File: config.mk
export PLATFORM = sky130hd
export DESIGN_NAME = main_control_fsm_flat
export DESIGN_NICKNAME = d
export VERILOG_FILES = /design/src/rtl/mips_ctrl_pkg.sv /design/src/rtl/main_control_fsm_if.sv /design/src/rtl/alu_decoder.sv /design/src/rtl/main_control_fsm.sv /design/src/flat_wrapper.sv
export SDC_FILE = /design/constraint.sdc
export NUM_CORES = 1
export LEC_CHECK = 0
export CORE_ASPECT_RATIO = 0.9
export CORE_MARGIN = 3
export CORE_UTILIZATION = 48
export CTS_CLUSTER_DIAMETER = 100
export DETAILED_ROUTE_END_ITERATION = 10
export GPL_ROUTABILITY_DRIVEN = 0
export HOLD_SLACK_MARGIN = 0.1
export PLACE_DENSITY = 0.91
export SLEW_MARGIN = 40
export SYNTH_ARGS = -nofsm -noshare
export SYNTH_HDL_FRONTEND = slang
export SYNTH_SLANG_ARGS = --single-unit
File: constraint.sdc
create_clock -name CLK -period 3.25 [get_ports CLK]
set_clock_uncertainty 0.05 [all_clocks]
set_input_delay 0.4875 -clock CLK [delete_from_list [all_inputs] [get_ports CLK]]
set_output_delay 0.4875 -clock CLK [all_outputs]
set_load 0.01 [all_outputs]
File: src/rtl/mips_ctrl_pkg.sv
// Shared constants, state encoding and control bundle
// for the multi-cycle MIPS main control unit.
package mips_ctrl_pkg;

  localparam int OPCODE_WIDTH = 6;
  localparam int FUNCT_WIDTH  = 6;

  localparam logic [5:0] OP_R    = 6'h00;
  localparam logic [5:0] OP_J    = 6'h02;
  localparam logic [5:0] OP_JAL  = 6'h03;
  localparam logic [5:0] OP_BEQ  = 6'h04;
  localparam logic [5:0] OP_BNE  = 6'h05;
  localparam logic [5:0] OP_ADDI = 6'h08;
  localparam logic [5:0] OP_SLTI = 6'h0A;
  localparam logic [5:0] OP_ANDI = 6'h0C;
  localparam logic [5:0] OP_ORI  = 6'h0D;
  localparam logic [5:0] OP_LB   = 6'h20;
  localparam logic [5:0] OP_LH   = 6'h21;
  localparam logic [5:0] OP_LW   = 6'h23;
  localparam logic [5:0] OP_LBU  = 6'h24;
  localparam logic [5:0] OP_LHU  = 6'h25;
  localparam logic [5:0] OP_SW   = 6'h2B;

  localparam logic [5:0] F_SLL  = 6'h00;
  localparam logic [5:0] F_JR   = 6'h08;
  localparam logic [5:0] F_ADD  = 6'h20;
  localparam logic [5:0] F_ADDU = 6'h21;
  localparam logic [5:0] F_SUB  = 6'h22;
  localparam logic [5:0] F_SUBU = 6'h23;
  localparam logic [5:0] F_AND  = 6'h24;
  localparam logic [5:0] F_OR   = 6'h25;
  localparam logic [5:0] F_SLT  = 6'h2A;

  localparam logic [3:0] ALU_ADD    = 4'd0;
  localparam logic [3:0] ALU_SUB    = 4'd1;
  localparam logic [3:0] ALU_AND    = 4'd2;
  localparam logic [3:0] ALU_OR     = 4'd3;
  localparam logic [3:0] ALU_SLT    = 4'd4;
  localparam logic [3:0] ALU_SLL    = 4'd5;
  localparam logic [3:0] ALU_CMP_EQ = 4'd6;
  localparam logic [3:0] ALU_CMP_NE = 4'd7;

  localparam logic [1:0] PC_ALU    = 2'd0;
  localparam logic [1:0] PC_ALUREG = 2'd1;
  localparam logic [1:0] PC_JUMP   = 2'd2;
  localparam logic [1:0] PC_EXC    = 2'd3;

  localparam logic [2:0] SEL2_B    = 3'd0;
  localparam logic [2:0] SEL2_FOUR = 3'd1;
  localparam logic [2:0] SEL2_IMM  = 3'd2;
  localparam logic [2:0] SEL2_BR   = 3'd3;
  localparam logic [2:0] SEL2_ZERO = 3'd4;

  localparam logic [1:0] DEST_RT = 2'd0;
  localparam logic [1:0] DEST_RD = 2'd1;
  localparam logic [1:0] DEST_RA = 2'd2;

  localparam logic [2:0] M2R_ALU = 3'd0;
  localparam logic [2:0] M2R_MEM = 3'd4;
  localparam logic [2:0] M2R_PC  = 3'd5;

  typedef enum logic [3:0] {
    S_FETCH,
    S_DECODE,
    S_ALU_EXEC,
    S_JR,
    S_MEM_ADDR,
    S_MEM_READ,
    S_MEM_WB,
    S_MEM_WRITE,
    S_BRANCH,
    S_JUMP,
    S_JAL,
    S_EXCEPTION
  } state_e;

  typedef struct packed {
    logic       pc_en;
    logic       ir_en;
    logic       mem_rd;
    logic       mem_wr;
    logic       iord;
    logic       epc_en;
    logic [1:0] pc_src;
    logic [2:0] reg_data_sel;
    logic [2:0] mem_to_reg;
    logic [2:0] alu_sel2;
    logic [1:0] reg_dest;
    logic       reg_ws;
    logic       cause_en;
    logic       cause_sel;
    logic       alu_sel1;
    logic       signext_sel;
    logic [3:0] alu_control;
  } ctrl_t;

endpackage

File: src/rtl/main_control_fsm_if.sv
// Control/status bundle between the main control FSM
// and the datapath.
interface main_control_fsm_if;
  import mips_ctrl_pkg::*;

  logic [OPCODE_WIDTH-1:0] OPCODE;
  logic [FUNCT_WIDTH-1:0]  FUNCT;
  logic       OF_OUT;
  logic       BF_OUT;
  logic       PC_EN;
  logic       IR_EN;
  logic       MEM_RD;
  logic       MEM_WR;
  logic       IorD;
  logic       EPC_EN;
  logic [1:0] PC_SRC;
  logic [2:0] REG_DATA_SEL;
  logic [2:0] MEMtoREG;
  logic [2:0] ALU_SEL2;
  logic [1:0] Reg_Dest;
  logic       REG_WS;
  logic       CAUSE_EN;
  logic       CAUSE_SEL;
  logic       ALU_SEL1;
  logic       SIGNEXT_SEL;
  logic [3:0] ALU_CONTROL;

  modport master (
    input  OPCODE, FUNCT, OF_OUT, BF_OUT,
    output PC_EN, IR_EN, MEM_RD, MEM_WR, IorD,
    output EPC_EN, PC_SRC, REG_DATA_SEL, MEMtoREG,
    output ALU_SEL2, Reg_Dest, REG_WS, CAUSE_EN,
    output CAUSE_SEL, ALU_SEL1, SIGNEXT_SEL,
    output ALU_CONTROL
  );

  modport slave (
    output OPCODE, FUNCT, OF_OUT, BF_OUT,
    input  PC_EN, IR_EN, MEM_RD, MEM_WR, IorD,
    input  EPC_EN, PC_SRC, REG_DATA_SEL, MEMtoREG,
    input  ALU_SEL2, Reg_Dest, REG_WS, CAUSE_EN,
    input  CAUSE_SEL, ALU_SEL1, SIGNEXT_SEL,
    input  ALU_CONTROL
  );

endinterface

File: src/rtl/alu_decoder.sv
// Maps opcode/funct to an ALU operation and flags the
// ops whose signed overflow must trap.
module alu_decoder
  import mips_ctrl_pkg::*;
(
  input  logic [OPCODE_WIDTH-1:0] opcode,
  input  logic [FUNCT_WIDTH-1:0]  funct,
  output logic [3:0]              alu_control,
  output logic                    trap_ovf
);

  always_comb begin
    alu_control = ALU_ADD;
    trap_ovf    = 1'b0;
    unique case (opcode)
      OP_R: begin
        unique case (funct)
          F_SLL:  alu_control = ALU_SLL;
          F_ADD:  trap_ovf    = 1'b1;
          F_SUB: begin
            alu_control = ALU_SUB;
            trap_ovf    = 1'b1;
          end
          F_SUBU: alu_control = ALU_SUB;
          F_AND:  alu_control = ALU_AND;
          F_OR:   alu_control = ALU_OR;
          F_SLT:  alu_control = ALU_SLT;
          default: alu_control = ALU_ADD;
        endcase
      end
      OP_ADDI: trap_ovf    = 1'b1;
      OP_SLTI: alu_control = ALU_SLT;
      OP_ANDI: alu_control = ALU_AND;
      OP_ORI:  alu_control = ALU_OR;
      OP_BEQ:  alu_control = ALU_CMP_EQ;
      OP_BNE:  alu_control = ALU_CMP_NE;
      default: alu_control = ALU_ADD;
    endcase
  end

endmodule

File: src/rtl/main_control_fsm.sv
// Multi-cycle MIPS main control: one instruction in
// flight, 3-5 cycles per instruction class.
module main_control_fsm
  import mips_ctrl_pkg::*;
#(
  parameter bit TRAP_OVERFLOW = 1'b1
) (
  input logic CLK,
  input logic RST,
  main_control_fsm_if.master bus
);

  state_e     state_q, state_d;
  logic       cause_q, cause_d;
  logic [3:0] dec_alu;
  logic       dec_trap;
  logic       r_ok;
  logic       ovf_trap;
  ctrl_t      ctl, ctl_o;

  alu_decoder u_alu_dec (
    .opcode      (bus.OPCODE),
    .funct       (bus.FUNCT),
    .alu_control (dec_alu),
    .trap_ovf    (dec_trap)
  );

  always_comb begin
    unique case (bus.FUNCT)
      F_SLL, F_ADD, F_ADDU, F_SUB,
      F_SUBU, F_AND, F_OR, F_SLT: r_ok = 1'b1;
      default: r_ok = 1'b0;
    endcase
  end

  assign ovf_trap = dec_trap & bus.OF_OUT
                  & TRAP_OVERFLOW;

  always_comb begin
    state_d = S_FETCH;
    cause_d = cause_q;
    ctl     = '0;
    unique case (state_q)
      S_FETCH: begin
        ctl.mem_rd   = 1'b1;
        ctl.ir_en    = 1'b1;
        ctl.alu_sel2 = SEL2_FOUR;
        ctl.pc_en    = 1'b1;
        state_d      = S_DECODE;
      end
      S_DECODE: begin
        ctl.alu_sel2 = SEL2_BR;
        state_d      = S_EXCEPTION;
        unique case (bus.OPCODE)
          OP_R: begin
            if (bus.FUNCT == F_JR) state_d = S_JR;
            else if (r_ok) state_d = S_ALU_EXEC;
            else cause_d = 1'b0;
          end
          OP_ADDI, OP_SLTI, OP_ANDI, OP_ORI:
            state_d = S_ALU_EXEC;
          OP_LB, OP_LH, OP_LW,
          OP_LBU, OP_LHU, OP_SW:
            state_d = S_MEM_ADDR;
          OP_BEQ, OP_BNE: state_d = S_BRANCH;
          OP_J:   state_d = S_JUMP;
          OP_JAL: state_d = S_JAL;
          default: cause_d = 1'b0;
        endcase
      end
      S_ALU_EXEC: begin
        ctl.alu_sel1    = 1'b1;
        ctl.alu_control = dec_alu;
        if (bus.OPCODE == OP_R) begin
          ctl.alu_sel2 = SEL2_B;
          ctl.reg_dest = DEST_RD;
        end else begin
          ctl.alu_sel2    = SEL2_IMM;
          ctl.reg_dest    = DEST_RT;
          ctl.signext_sel = (bus.OPCODE == OP_ANDI)
                          | (bus.OPCODE == OP_ORI);
        end
        ctl.reg_ws = ~ovf_trap;
        if (ovf_trap) begin
          cause_d = 1'b1;
          state_d = S_EXCEPTION;
        end
      end
      S_JR: begin
        ctl.alu_sel1 = 1'b1;
        ctl.alu_sel2 = SEL2_ZERO;
        ctl.pc_en    = 1'b1;
      end
      S_MEM_ADDR: begin
        ctl.alu_sel1 = 1'b1;
        ctl.alu_sel2 = SEL2_IMM;
        state_d = (bus.OPCODE == OP_SW)
                ? S_MEM_WRITE : S_MEM_READ;
      end
      S_MEM_READ: begin
        ctl.mem_rd = 1'b1;
        ctl.iord   = 1'b1;
        state_d    = S_MEM_WB;
      end
      S_MEM_WB: begin
        ctl.reg_ws     = 1'b1;
        ctl.mem_to_reg = M2R_MEM;
        unique case (bus.OPCODE)
          OP_LBU:  ctl.reg_data_sel = 3'd1;
          OP_LB:   ctl.reg_data_sel = 3'd2;
          OP_LHU:  ctl.reg_data_sel = 3'd3;
          OP_LH:   ctl.reg_data_sel = 3'd4;
          default: ctl.reg_data_sel = 3'd0;
        endcase
      end
      S_MEM_WRITE: begin
        ctl.mem_wr = 1'b1;
        ctl.iord   = 1'b1;
      end
      S_BRANCH: begin
        ctl.alu_sel1    = 1'b1;
        ctl.alu_control = dec_alu;
        ctl.pc_src      = PC_ALUREG;
        ctl.pc_en       = bus.BF_OUT;
      end
      S_JUMP: begin
        ctl.pc_src = PC_JUMP;
        ctl.pc_en  = 1'b1;
      end
      S_JAL: begin
        ctl.pc_src     = PC_JUMP;
        ctl.pc_en      = 1'b1;
        ctl.reg_ws     = 1'b1;
        ctl.reg_dest   = DEST_RA;
        ctl.mem_to_reg = M2R_PC;
      end
      S_EXCEPTION: begin
        ctl.cause_en    = 1'b1;
        ctl.cause_sel   = cause_q;
        ctl.alu_sel2    = SEL2_FOUR;
        ctl.alu_control = ALU_SUB;
        ctl.epc_en      = 1'b1;
        ctl.pc_src      = PC_EXC;
        ctl.pc_en       = 1'b1;
      end
      default: state_d = S_FETCH;
    endcase
  end

  always_ff @(posedge CLK or posedge RST) begin
    if (RST) begin
      state_q <= S_FETCH;
      cause_q <= 1'b0;
    end else begin
      state_q <= state_d;
      cause_q <= cause_d;
    end
  end

  // Reset quiets every enable and select at once.
  assign ctl_o = RST ? '0 : ctl;

  assign bus.PC_EN        = ctl_o.pc_en;
  assign bus.IR_EN        = ctl_o.ir_en;
  assign bus.MEM_RD       = ctl_o.mem_rd;
  assign bus.MEM_WR       = ctl_o.mem_wr;
  assign bus.IorD         = ctl_o.iord;
  assign bus.EPC_EN       = ctl_o.epc_en;
  assign bus.PC_SRC       = ctl_o.pc_src;
  assign bus.REG_DATA_SEL = ctl_o.reg_data_sel;
  assign bus.MEMtoREG     = ctl_o.mem_to_reg;
  assign bus.ALU_SEL2     = ctl_o.alu_sel2;
  assign bus.Reg_Dest     = ctl_o.reg_dest;
  assign bus.REG_WS       = ctl_o.reg_ws;
  assign bus.CAUSE_EN     = ctl_o.cause_en;
  assign bus.CAUSE_SEL    = ctl_o.cause_sel;
  assign bus.ALU_SEL1     = ctl_o.alu_sel1;
  assign bus.SIGNEXT_SEL  = ctl_o.signext_sel;
  assign bus.ALU_CONTROL  = ctl_o.alu_control;

endmodule

File: src/flat_wrapper.sv
// flat-port wrapper written by rule: the top's interface ports become plain ports
module main_control_fsm_flat import mips_ctrl_pkg::*;
#(
  parameter bit TRAP_OVERFLOW = 1'b1
)
  (CLK, RST, bus_OPCODE, bus_FUNCT, bus_OF_OUT, bus_BF_OUT, bus_PC_EN, bus_IR_EN, bus_MEM_RD, bus_MEM_WR, bus_IorD, bus_EPC_EN, bus_PC_SRC, bus_REG_DATA_SEL, bus_MEMtoREG, bus_ALU_SEL2, bus_Reg_Dest, bus_REG_WS, bus_CAUSE_EN, bus_CAUSE_SEL, bus_ALU_SEL1, bus_SIGNEXT_SEL, bus_ALU_CONTROL);
  main_control_fsm_if bus_i ();
  input logic CLK;
  input logic RST;
  input wire logic [$bits(bus_i.OPCODE)-1:0] bus_OPCODE;
  input wire logic [$bits(bus_i.FUNCT)-1:0] bus_FUNCT;
  input wire logic [$bits(bus_i.OF_OUT)-1:0] bus_OF_OUT;
  input wire logic [$bits(bus_i.BF_OUT)-1:0] bus_BF_OUT;
  output wire logic [$bits(bus_i.PC_EN)-1:0] bus_PC_EN;
  output wire logic [$bits(bus_i.IR_EN)-1:0] bus_IR_EN;
  output wire logic [$bits(bus_i.MEM_RD)-1:0] bus_MEM_RD;
  output wire logic [$bits(bus_i.MEM_WR)-1:0] bus_MEM_WR;
  output wire logic [$bits(bus_i.IorD)-1:0] bus_IorD;
  output wire logic [$bits(bus_i.EPC_EN)-1:0] bus_EPC_EN;
  output wire logic [$bits(bus_i.PC_SRC)-1:0] bus_PC_SRC;
  output wire logic [$bits(bus_i.REG_DATA_SEL)-1:0] bus_REG_DATA_SEL;
  output wire logic [$bits(bus_i.MEMtoREG)-1:0] bus_MEMtoREG;
  output wire logic [$bits(bus_i.ALU_SEL2)-1:0] bus_ALU_SEL2;
  output wire logic [$bits(bus_i.Reg_Dest)-1:0] bus_Reg_Dest;
  output wire logic [$bits(bus_i.REG_WS)-1:0] bus_REG_WS;
  output wire logic [$bits(bus_i.CAUSE_EN)-1:0] bus_CAUSE_EN;
  output wire logic [$bits(bus_i.CAUSE_SEL)-1:0] bus_CAUSE_SEL;
  output wire logic [$bits(bus_i.ALU_SEL1)-1:0] bus_ALU_SEL1;
  output wire logic [$bits(bus_i.SIGNEXT_SEL)-1:0] bus_SIGNEXT_SEL;
  output wire logic [$bits(bus_i.ALU_CONTROL)-1:0] bus_ALU_CONTROL;
  assign bus_i.OPCODE = bus_OPCODE;
  assign bus_i.FUNCT = bus_FUNCT;
  assign bus_i.OF_OUT = bus_OF_OUT;
  assign bus_i.BF_OUT = bus_BF_OUT;
  assign bus_PC_EN = bus_i.PC_EN;
  assign bus_IR_EN = bus_i.IR_EN;
  assign bus_MEM_RD = bus_i.MEM_RD;
  assign bus_MEM_WR = bus_i.MEM_WR;
  assign bus_IorD = bus_i.IorD;
  assign bus_EPC_EN = bus_i.EPC_EN;
  assign bus_PC_SRC = bus_i.PC_SRC;
  assign bus_REG_DATA_SEL = bus_i.REG_DATA_SEL;
  assign bus_MEMtoREG = bus_i.MEMtoREG;
  assign bus_ALU_SEL2 = bus_i.ALU_SEL2;
  assign bus_Reg_Dest = bus_i.Reg_Dest;
  assign bus_REG_WS = bus_i.REG_WS;
  assign bus_CAUSE_EN = bus_i.CAUSE_EN;
  assign bus_CAUSE_SEL = bus_i.CAUSE_SEL;
  assign bus_ALU_SEL1 = bus_i.ALU_SEL1;
  assign bus_SIGNEXT_SEL = bus_i.SIGNEXT_SEL;
  assign bus_ALU_CONTROL = bus_i.ALU_CONTROL;
  main_control_fsm #(.TRAP_OVERFLOW(TRAP_OVERFLOW)) u_core (.CLK(CLK), .RST(RST), .bus(bus_i));
endmodule
; After elaboration in Yosys (flattened, before gate mapping)
; Index checks and enable logic that the tools add are counted.
[word_totals]
output_inout_bits = 28
wordCells = 98
reg_bits = 5
inputBits = 16
[classes]
n_bitwise = 3
eq_ne = 37
n_reduce_logical = 20
muxes = 36
[ops]
columns = operator, n
row1 = $eq A6 B6 Y1 const B, 13
row2 = $eq A6 B4 Y1 const B, 5
row3 = $pmux W3 S5, 2
row4 = $mux W28, 1
row5 = $pmux W4 S6, 1
row6 = $pmux W4 S5, 1
row7 = $pmux W3 S6, 1
row8 = $reduce_or A2 Y1, 9
row9 = $eq A4 B3 Y1 const B, 4
row10 = $eq A4 B4 Y1 const B, 4
row11 = $mux W4, 4
row12 = $reduce_or A14 Y1, 1
row13 = $mux W1, 13
row14 = $eq A6 B2 Y1 const B, 2
row15 = $eq A6 B3 Y1 const B, 2
row16 = $logic_not A6 Y1, 2
row17 = $pmux W3 S2, 2
row18 = $pmux W3 S4, 1
row19 = $pmux W1 S2, 5
row20 = $eq A4 B2 Y1 const B, 2
row21 = $reduce_or A4 Y1, 2
row22 = $reduce_or A8 Y1, 1
row23 = $ne A3 B3 Y1 const B, 2
row24 = $pmux W2 S3, 1
row25 = other kinds (14), 15

; Depth between registers and ports, before layout
; Gate-level depths: netlist of the first run.
[depth]
word_depth = 8
ltp_mapped = 5
ltp_nobuf = 4

; Hierarchy
; A second synthesis of the first run with hierarchy kept.
[hier_totals]
hier_cells = 160
area_unflattened_um2 = 1046.0
[modules_own_cells]
columns = module, n_inst, seq_area_each_um2, area_each_um2, cells_per_inst
row1 = main_control_fsm, 1, 125.1, 889.6, 135
row2 = alu_decoder, 1, 0.0, 156.4, 25

; Least setup slack after synthesis of the first run
; Ideal clock, no wire load.
[synth_path]
kind = input-to-output
start = input bus_FUNCT[5]
end = output bus_REG_WS
n_path_buf = 1
path_slack_ns = 1.086
arrival_ns = 1.627
required_ns = 2.712
stages = 5
cell_sequence = buf_2 -> nor4b_2 -> a31oi_1 -> nor2_1 -> a2111oi_0
[synth_between]
elab_chain_cells = 8
word_cells_on_any_way = 9
classes_between = eq/ne (2) / mux (4) / bitwise (2) / reduce/logical (1)
[synth_rtl]
columns = element, line
row1 = "start, declared", flat_wrapper.sv:11  ; input wire logic [$bits(bus_i.FUNCT)-1:0] bus_FUNCT;
row2 = $eq A6 B6 Y1, alu_decoder.sv:17  ; unique case (funct)
row3 = $reduce_or A2 Y1 (no source line) (*), -
row4 = $mux W1 (*), alu_decoder.sv:17
row5 = $pmux W1 S2 (*), alu_decoder.sv:15  ; unique case (opcode)
row6 = $and A1 B1 Y1 (*), main_control_fsm.sv:36  ; assign ovf_trap = dec_trap & bus.OF_OUT
row7 = $not A1 Y1 (*), main_control_fsm.sv:83  ; ctl.reg_ws = ~ovf_trap;
row8 = $pmux W1 S2 (*), main_control_fsm.sv:43  ; unique case (state_q)
row9 = $mux W28 (*), main_control_fsm.sv:161  ; assign ctl_o = RST ? '0 : ctl;
row10 = "end, declared", flat_wrapper.sv:25  ; output wire logic [$bits(bus_i.REG_WS)-1:0] bus_REG_WS;
; Every way passes the cells marked *; elsewhere a longest branch is shown, timed or not.

; Worst setup path after layout of the first run
[layout_path]
start = input bus_FUNCT[1]
end = output bus_ALU_CONTROL[2]
[layout_between]
elab_chain_cells = 6
word_cells_on_any_way = 11
classes_between = eq/ne (5) / mux (4) / reduce/logical (2)
[layout_rtl]
columns = element, line
row1 = $eq A6 B6 Y1, alu_decoder.sv:17
row2 = $reduce_or A2 Y1 (no source line), -
row3 = $pmux W3 S5 (*), alu_decoder.sv:17
row4 = $pmux W3 S6 (*), alu_decoder.sv:15
row5 = $pmux W3 S2 (*), main_control_fsm.sv:43
row6 = $mux W28 (*), main_control_fsm.sv:161
row7 = "end, declared", flat_wrapper.sv:30  ; output wire logic [$bits(bus_i.ALU_CONTROL)-1:0] bus_ALU_CONTROL;
; Marked as above.

==> results of run 1 <==
==> final timing paths <==
kind,end,slack [ns],cells past startpoint
max,bus_ALU_CONTROL[2],0.17,6
max reg2reg,u_core.cause_q$_DFFE_PP0P_,1.49,4
min in group asynchronous,u_core.state_q[2]$_DFF_PP0_,0.59,3
max in group asynchronous,u_core.cause_q$_DFFE_PP0P_,2.39,3
min reg2reg,u_core.cause_q$_DFFE_PP0P_,0.58,2
min,u_core.cause_q$_DFFE_PP0P_,0.58,2
==> Yosys cell counts (all sizes together) (2+ instances only) <==
| cell | number | share of area [%] |
|---|---|---|
| clkbuf | 2 | 0.66 |
| a211o | 3 | 2.3 |
| or2 | 4 | 2.2 |
| nor4 | 2 | 1.1 |
| a21oi | 8 | 3.5 |
| o211ai | 2 | 1.8 |
| a211oi | 4 | 2.6 |
| nor4b | 3 | 3.4 |
| nor3b | 4 | 3.1 |
| inv | 11 | 3.6 |
| nor3 | 11 | 5.3 |
| a31oi | 3 | 1.7 |
| and3 | 4 | 2.2 |
| o22ai | 3 | 1.7 |
| and2 | 5 | 2.8 |
| nand3b | 3 | 2.0 |
| nand2b | 3 | 1.7 |
| nand2 | 8 | 2.6 |
| o21bai | 2 | 1.3 |
| dfrtp | 5 | 11 |
| or3 | 4 | 2.6 |
| nor2b | 7 | 3.9 |
| nor2 | 20 | 6.6 |
| o2111ai | 2 | 1.5 |
| o21ai | 6 | 2.6 |
| nand4 | 2 | 1.1 |
| nand3 | 4 | 2.2 |
| buf | 14 | 7.6 |
==> layout by cell type (no fill, tap or decap), types with 4 or more instances in the layout <==
cell type	netlist	routed
and3_1	4	4
o21ai_0	5	5
nor2b_1	7	7
clkdlybuf4s50_1	0	41
buf_4	4	10
inv_1	11	11
nand2_1	8	8
nor3_1	10	10
and2_1	5	5
nor2_1	20	20
a211oi_1	4	4
a21oi_1	8	8
dfrtp_1	5	5
==> layout make-up <==
cell class	instances	area, sq um
inverter	11	41.3
tap	27	33.8
timing repair buffer	51	485
multi-input combinational	138	878
clock inverter	1	5.00
clock buffer	3	22.5
sequential	5	125
fill	173	611
==> worst max-delay path, delay by kind of cell <==
family                 cells  cell delay (ns)
AOI/OAI and AO/OA          2             0.48
and+or+nand+nor            2             0.51
buffers and inverters      2             1.06
==> where the power goes <==
| part | leakage [nW] | internal (W) | switching, W | total (W) |
|---|---|---|---|---|
| clock | 0.0177 | 0.0000448 | 0.0000301 | 0.0000749 |
| combinational | 0.494 | 0.000244 | 0.000263 | 0.000507 |
| sequential | 0.0655 | 0.0000830 | 0.0000513 | 0.000134 |
| total | 0.577 | 0.000372 | 0.000345 | 0.000716 |
==> flip-flops by register name, summed over array words and instances, names as in the netlist <==
signal and count:
u_core.state_q 4, u_core.cause_q 1
==> through the flow <==
| step | cell area (sq um) | utilization, % |
|---|---|---|
| final | 1590 | 72.3 |
| after global routing | 1590 | 72.3 |
| after CTS | 1590 | 72.3 |
| after detailed placement | 1560 | 71.0 |
| after global placement | 1560 | 71.0 |
| after floorplan | 1140 | - |
==> metal layers <==
metal | GRT usage, % | share of wire (%) | up-vias | routed length (microns)
met3 | 3.97 | 8.4 | 4 | 301
li1 | - | - | 697 | -
met4 | 5.02 | 0.58 | 0 | 21
met2 | 42.2 | 49 | 82 | 1770
met1 | 32.7 | 42 | 660 | 1500
met5 | 0 | 0 | - | 0
==> cell families (layout without fill, tap and decap cells) <==
logic type             after synthesis  in the layout  share of synthesized area (%)
other                                1              2                          0.330
multiplexers                         1              1                          0.882
buffers and inverters               27             66                           11.9
flip-flops                           5              5                           11.0
AND/OR/NAND/NOR                     87             87                           45.4
XOR/XNOR                             2              2                           1.54
AO/OA/AOI/OAI                       46             46                           28.9
==> results.sh, run 1 <==
export IMPL_dr_pass1_iters=5
export IMPL_setup_ws_ns=0.173
export IMPL_ys_flop_type="dfrtp_1"
export IMPL_place_inst=232
export IMPL_grt_overflow_total=0
export IMPL_startpoint="bus_FUNCT[1]"
export IMPL_hp_start="u_core.cause_q$_DFFE_PP0P_"
export IMPL_port_buffers=41
export IMPL_whs_ns=0.583
export IMPL_yosys_warnings=0
export IMPL_critPathArrivalTime_ns=2.54
export IMPL_ys_seq_area_share_pct=11.0
export IMPL_post_cts_setup_buffers=0
export IMPL_postCtsResizedCells=0
export IMPL_cts_root_buffer="clkbuf_4"
export IMPL_dpl_hpwl_mm=2.83
export IMPL_cp_start_kind="input pin"
export IMPL_hold_violations=0
export IMPL_grt_total_usage_pct=24.7
export IMPL_routed_wl_mm=3.59
export IMPL_synth_edf_count=0
export IMPL_avgViaCountPerCell=6.11
export IMPL_synth_seq_cells=5
export IMPL_rows=16
export IMPL_cp_max_fo=8
export IMPL_synthArstFlopShare_pct=100
export IMPL_max_freq_mhz=325
export IMPL_htreeDepth=1
export IMPL_final_nets=226
export IMPL_path_cells="clkdlybuf4s50_1 -> or3_1 -> a211oi_1 -> a22oi_1 -> nor2_1 -> clkdlybuf4s50_1"
export IMPL_insertion_delay_ns=0.25
export IMPL_cts_reportedPaths_clkPinSlew_ns=0.05
export IMPL_max_slew_worst_pin_slew_ns=0.502
export IMPL_tns_ns=0
export IMPL_clockBufferDepth=2
export IMPL_clock_sinks=5
export IMPL_grt_pass1_wl_mm=5.89
export IMPL_synth_cell_types=58
export IMPL_path_class="in2out"
export IMPL_final_setup_viol_count=0
export IMPL_p_per_area_nw_per_um2=450
export IMPL_cts_buffers=3
export IMPL_cap_violations=0
export IMPL_core_region_area_sq_um=2200
export IMPL_vias=1443
export IMPL_maxSlewViolCount=0
export IMPL_die_w_microns=57.3
export IMPL_ant_nets=0
export IMPL_start_util_pct=51.5
export IMPL_die_h_microns=52.1
export IMPL_p_leak_nw=0.577
export IMPL_power_w=0.000716
export IMPL_status="finished, final reports clean"
export IMPL_antenna_cells=0
export IMPL_fin_crit_ns=3.08
export IMPL_r2r_start="u_core.state_q[2]$_DFF_PP0_"
export IMPL_instances_no_fill=236
export IMPL_drc_errors=0
export IMPL_die_area_sq_um=2980
export IMPL_postCtsHoldBufs=0
export IMPL_hold_class="reg2reg"
export IMPL_ioPinCount=44
export IMPL_avgRoutedWirePerCell_microns=15.2
export IMPL_avgSynthCellArea_sq_um=6.72
export IMPL_cpPeakStageDelay_ns=0.54
export IMPL_slowest_stage="clkdlybuf4s50_1"
export IMPL_finalCritPeriodShare_pct=94.7
export IMPL_max_slew_margin_pct=66.4
export IMPL_drive_gt1_share_pct=12.9
export IMPL_postSynthCellCount=169
export IMPL_cts_tree="built"
export IMPL_netlist_area_sq_um=1130
export IMPL_crit_required_ns=2.71
export IMPL_vdd_drop_max_mv=0.460
export IMPL_worst_path_most_repeated_cell="clkdlybuf4s50_1"
export IMPL_worstSetupEndpointType="output port"
export IMPL_rsz0062_at_grt="false"
export IMPL_antenna_found_initial=0
export IMPL_grt_max_degree=16
export IMPL_synthToLayoutAreaGrowth_pct=40.2
export IMPL_drt_iter0_drc=74
export IMPL_grt_pass1_vias=1257
export IMPL_place_ws_ns=0.198
Note: power is estimated with default switching activity, not from simulation.
==> run 2: changes to the inputs <==
==> constraint.sdc (replaced) <==
create_clock -name CLK -period 3.25 [get_ports CLK]
set_clock_uncertainty 0.05 [all_clocks]
set_input_delay 0.65 -clock CLK [delete_from_list [all_inputs] [get_ports CLK]]
set_output_delay 0.65 -clock CLK [all_outputs]
set_load 0.01 [all_outputs]
==> run 2 against run 1 <==
  * Non-clock buffer count up 21
  * Via count increased by 11%
  * Clock-buffer cell count increased by 1
  * Combinational power increased by 15%
  * Sequential share of layout area shrank 0.85 points
  * Sequential cell count unchanged
  * Largest cell class unchanged
  * First-iteration DRC count up 53%
  * Total power rose by 8.0%
  * Critical endpoint is now bus_Reg_Dest[0]
  * Die area unchanged
  * Register-to-register slack got worse by 0.06 ns
  * Routed wire length is 18% higher
==> results.sh, run 2 (same netlist as run 1, synthesis figures left out) <==
export IMPL_grt_overflow_total=0
export IMPL_final_nets=247
export IMPL_worstSetupEndpointType="output port"
export IMPL_antenna_found_initial=0
export IMPL_num_fill_cells=145
export IMPL_maxSlewViolCount=0
export IMPL_die_h_microns=52.1
export IMPL_multi_input_area_sq_um=922
export IMPL_crit_required_ns=2.55
export IMPL_critPathArrivalTime_ns=2.45
export IMPL_drive_gt1_share_pct=23.5
export IMPL_fin_crit_ns=3.15
export IMPL_die_w_microns=57.3
export IMPL_antenna_cells=0
export IMPL_dpl_hpwl_mm=3.33
export IMPL_insertion_delay_ns=0.26
export IMPL_start_util_pct=51.5
export IMPL_reg_largest_list="u_core.state_q (4), u_core.cause_q (1)"
export IMPL_final_common_cell="clkdlybuf4s50_1"
export IMPL_cap_violations=0
export IMPL_hp_start="u_core.cause_q$_DFFE_PP0P_"
export IMPL_cp_start_kind="input pin"
export IMPL_postCtsHoldBufs=0
export IMPL_place_ws_ns=-0.149
export IMPL_path_class="in2out"
export IMPL_place_inst=253
export IMPL_largest_reg_flops=4
export IMPL_setup_ws_ns=0.0999
export IMPL_cts_reportedPaths_clkPinSlew_ns=0.05
export IMPL_finalCritPeriodShare_pct=96.9
export IMPL_avgRoutedWirePerCell_microns=16.5
export IMPL_p_per_area_nw_per_um2=433
export IMPL_drt_iter0_drc=113
export IMPL_grt_total_usage_pct=28.7
export IMPL_max_freq_mhz=317
export IMPL_hold_violations=0
export IMPL_port_buffers=41
export IMPL_max_slew_margin_pct=64.5
export IMPL_grt_max_degree=14
export IMPL_routed_wl_mm=4.25
export IMPL_status="finished, final reports clean"
export IMPL_p_leak_nw=0.734
export IMPL_ioPinCount=44
export IMPL_vias=1601
export IMPL_rsz0062_at_grt="false"
export IMPL_grt_pass1_vias=1504
export IMPL_mostFrequentLayoutCells="33 x clkdlybuf4s50_1, 31 x buf_4, 19 x nor2_1"
export IMPL_post_cts_setup_buffers=0
export IMPL_core_region_area_sq_um=2200
export IMPL_hold_class="reg2reg"
export IMPL_rows=16
export IMPL_top_register="u_core.state_q"
export IMPL_grt_pass1_wl_mm=6.85
export IMPL_startpoint="bus_OPCODE[5]"
export IMPL_register_area_sq_um=125
export IMPL_drc_errors=0
export IMPL_final_setup_viol_count=0
export IMPL_cts_buffers=3
export IMPL_dr_pass1_iters=5
export IMPL_ant_nets=0
export IMPL_clock_sinks=5
export IMPL_postCtsResizedCells=16
export IMPL_cp_max_fo=3
export IMPL_die_area_sq_um=2980
export IMPL_synthToLayoutAreaGrowth_pct=57.3
export IMPL_vdd_drop_max_mv=0.480
export IMPL_max_slew_worst_pin_slew_ns=0.531
export IMPL_r2r_start="u_core.state_q[1]$_DFF_PP0_"
export IMPL_htreeDepth=1
export IMPL_cts_tree="built"
export IMPL_instances_no_fill=257
export IMPL_cts_root_buffer="clkbuf_4"
export IMPL_avgViaCountPerCell=6.23
export IMPL_clockBufferDepth=2
==> run 2: final cells by class <==
| type | count | area share (%) |
|---|---|---|
| Inverter | 11 | 2.31 |
| Sequential cell | 5 | 7.01 |
| Clock buffer | 4 | 1.47 |
| Multi-Input combinational cell | 138 | 51.6 |
| Tap cell | 27 | 1.89 |
| Timing Repair Buffer | 72 | 35.7 |
==> run 2: routing by layer <==
metal	GRT usage [%]	vias up	routed length [microns]	part of all wire [%]
li1	-	734	-	-
met1	34.4	733	1620	38
met2	51.3	114	2120	50
met3	3.97	20	378	8.9
met4	12.0	0	137	3.2
met5	0	-	0	0
==> run 2: power breakdown <==
group	leakage, nW	internal (W)	switching [W]
Clock	0.0150	0.0000467	0.0000301
Sequential	0.0655	0.0000834	0.0000310
Combinational	0.653	0.000271	0.000312
Total	0.734	0.000401	0.000373
==> run 2: worst paths after layout <==
path,end,slack [ns],depth (start not counted)
setup / recovery,bus_Reg_Dest[0],0.1,5
hold / removal,u_core.cause_q$_DFFE_PP0P_,0.60,2
max in group asynchronous,u_core.state_q[1]$_DFF_PP0_,2.16,3
min in group asynchronous,u_core.cause_q$_DFFE_PP0P_,0.81,3
setup reg to reg,u_core.cause_q$_DFFE_PP0P_,1.43,5
hold reg to reg,u_core.cause_q$_DFFE_PP0P_,0.60,2
==> run 2: worst max-delay path: stages <==
cell,delay (ns)
clkdlybuf4s50_1,0.44
or3_4,0.41
nor3_2,0.23
and2_1,0.18
clkdlybuf4s50_1,0.54
==> run 2: through the flow <==
stage | hold slack (ns) | setup TNS, ns | utilization [%] | total power [W] | area (sq um)
after floorplan | 0.502 | 0 | - | 0.000449 | 1140
after global placement | 0.579 | -0.250 | 78.2 | 0.000646 | 1720
after detailed placement | 0.581 | -0.714 | 78.2 | 0.000670 | 1720
after CTS | 0.590 | 0 | 80.7 | 0.000757 | 1780
after global routing | 0.611 | 0 | 81.1 | 0.000824 | 1790
final | 0.602 | 0 | 81.1 | 0.000773 | 1790
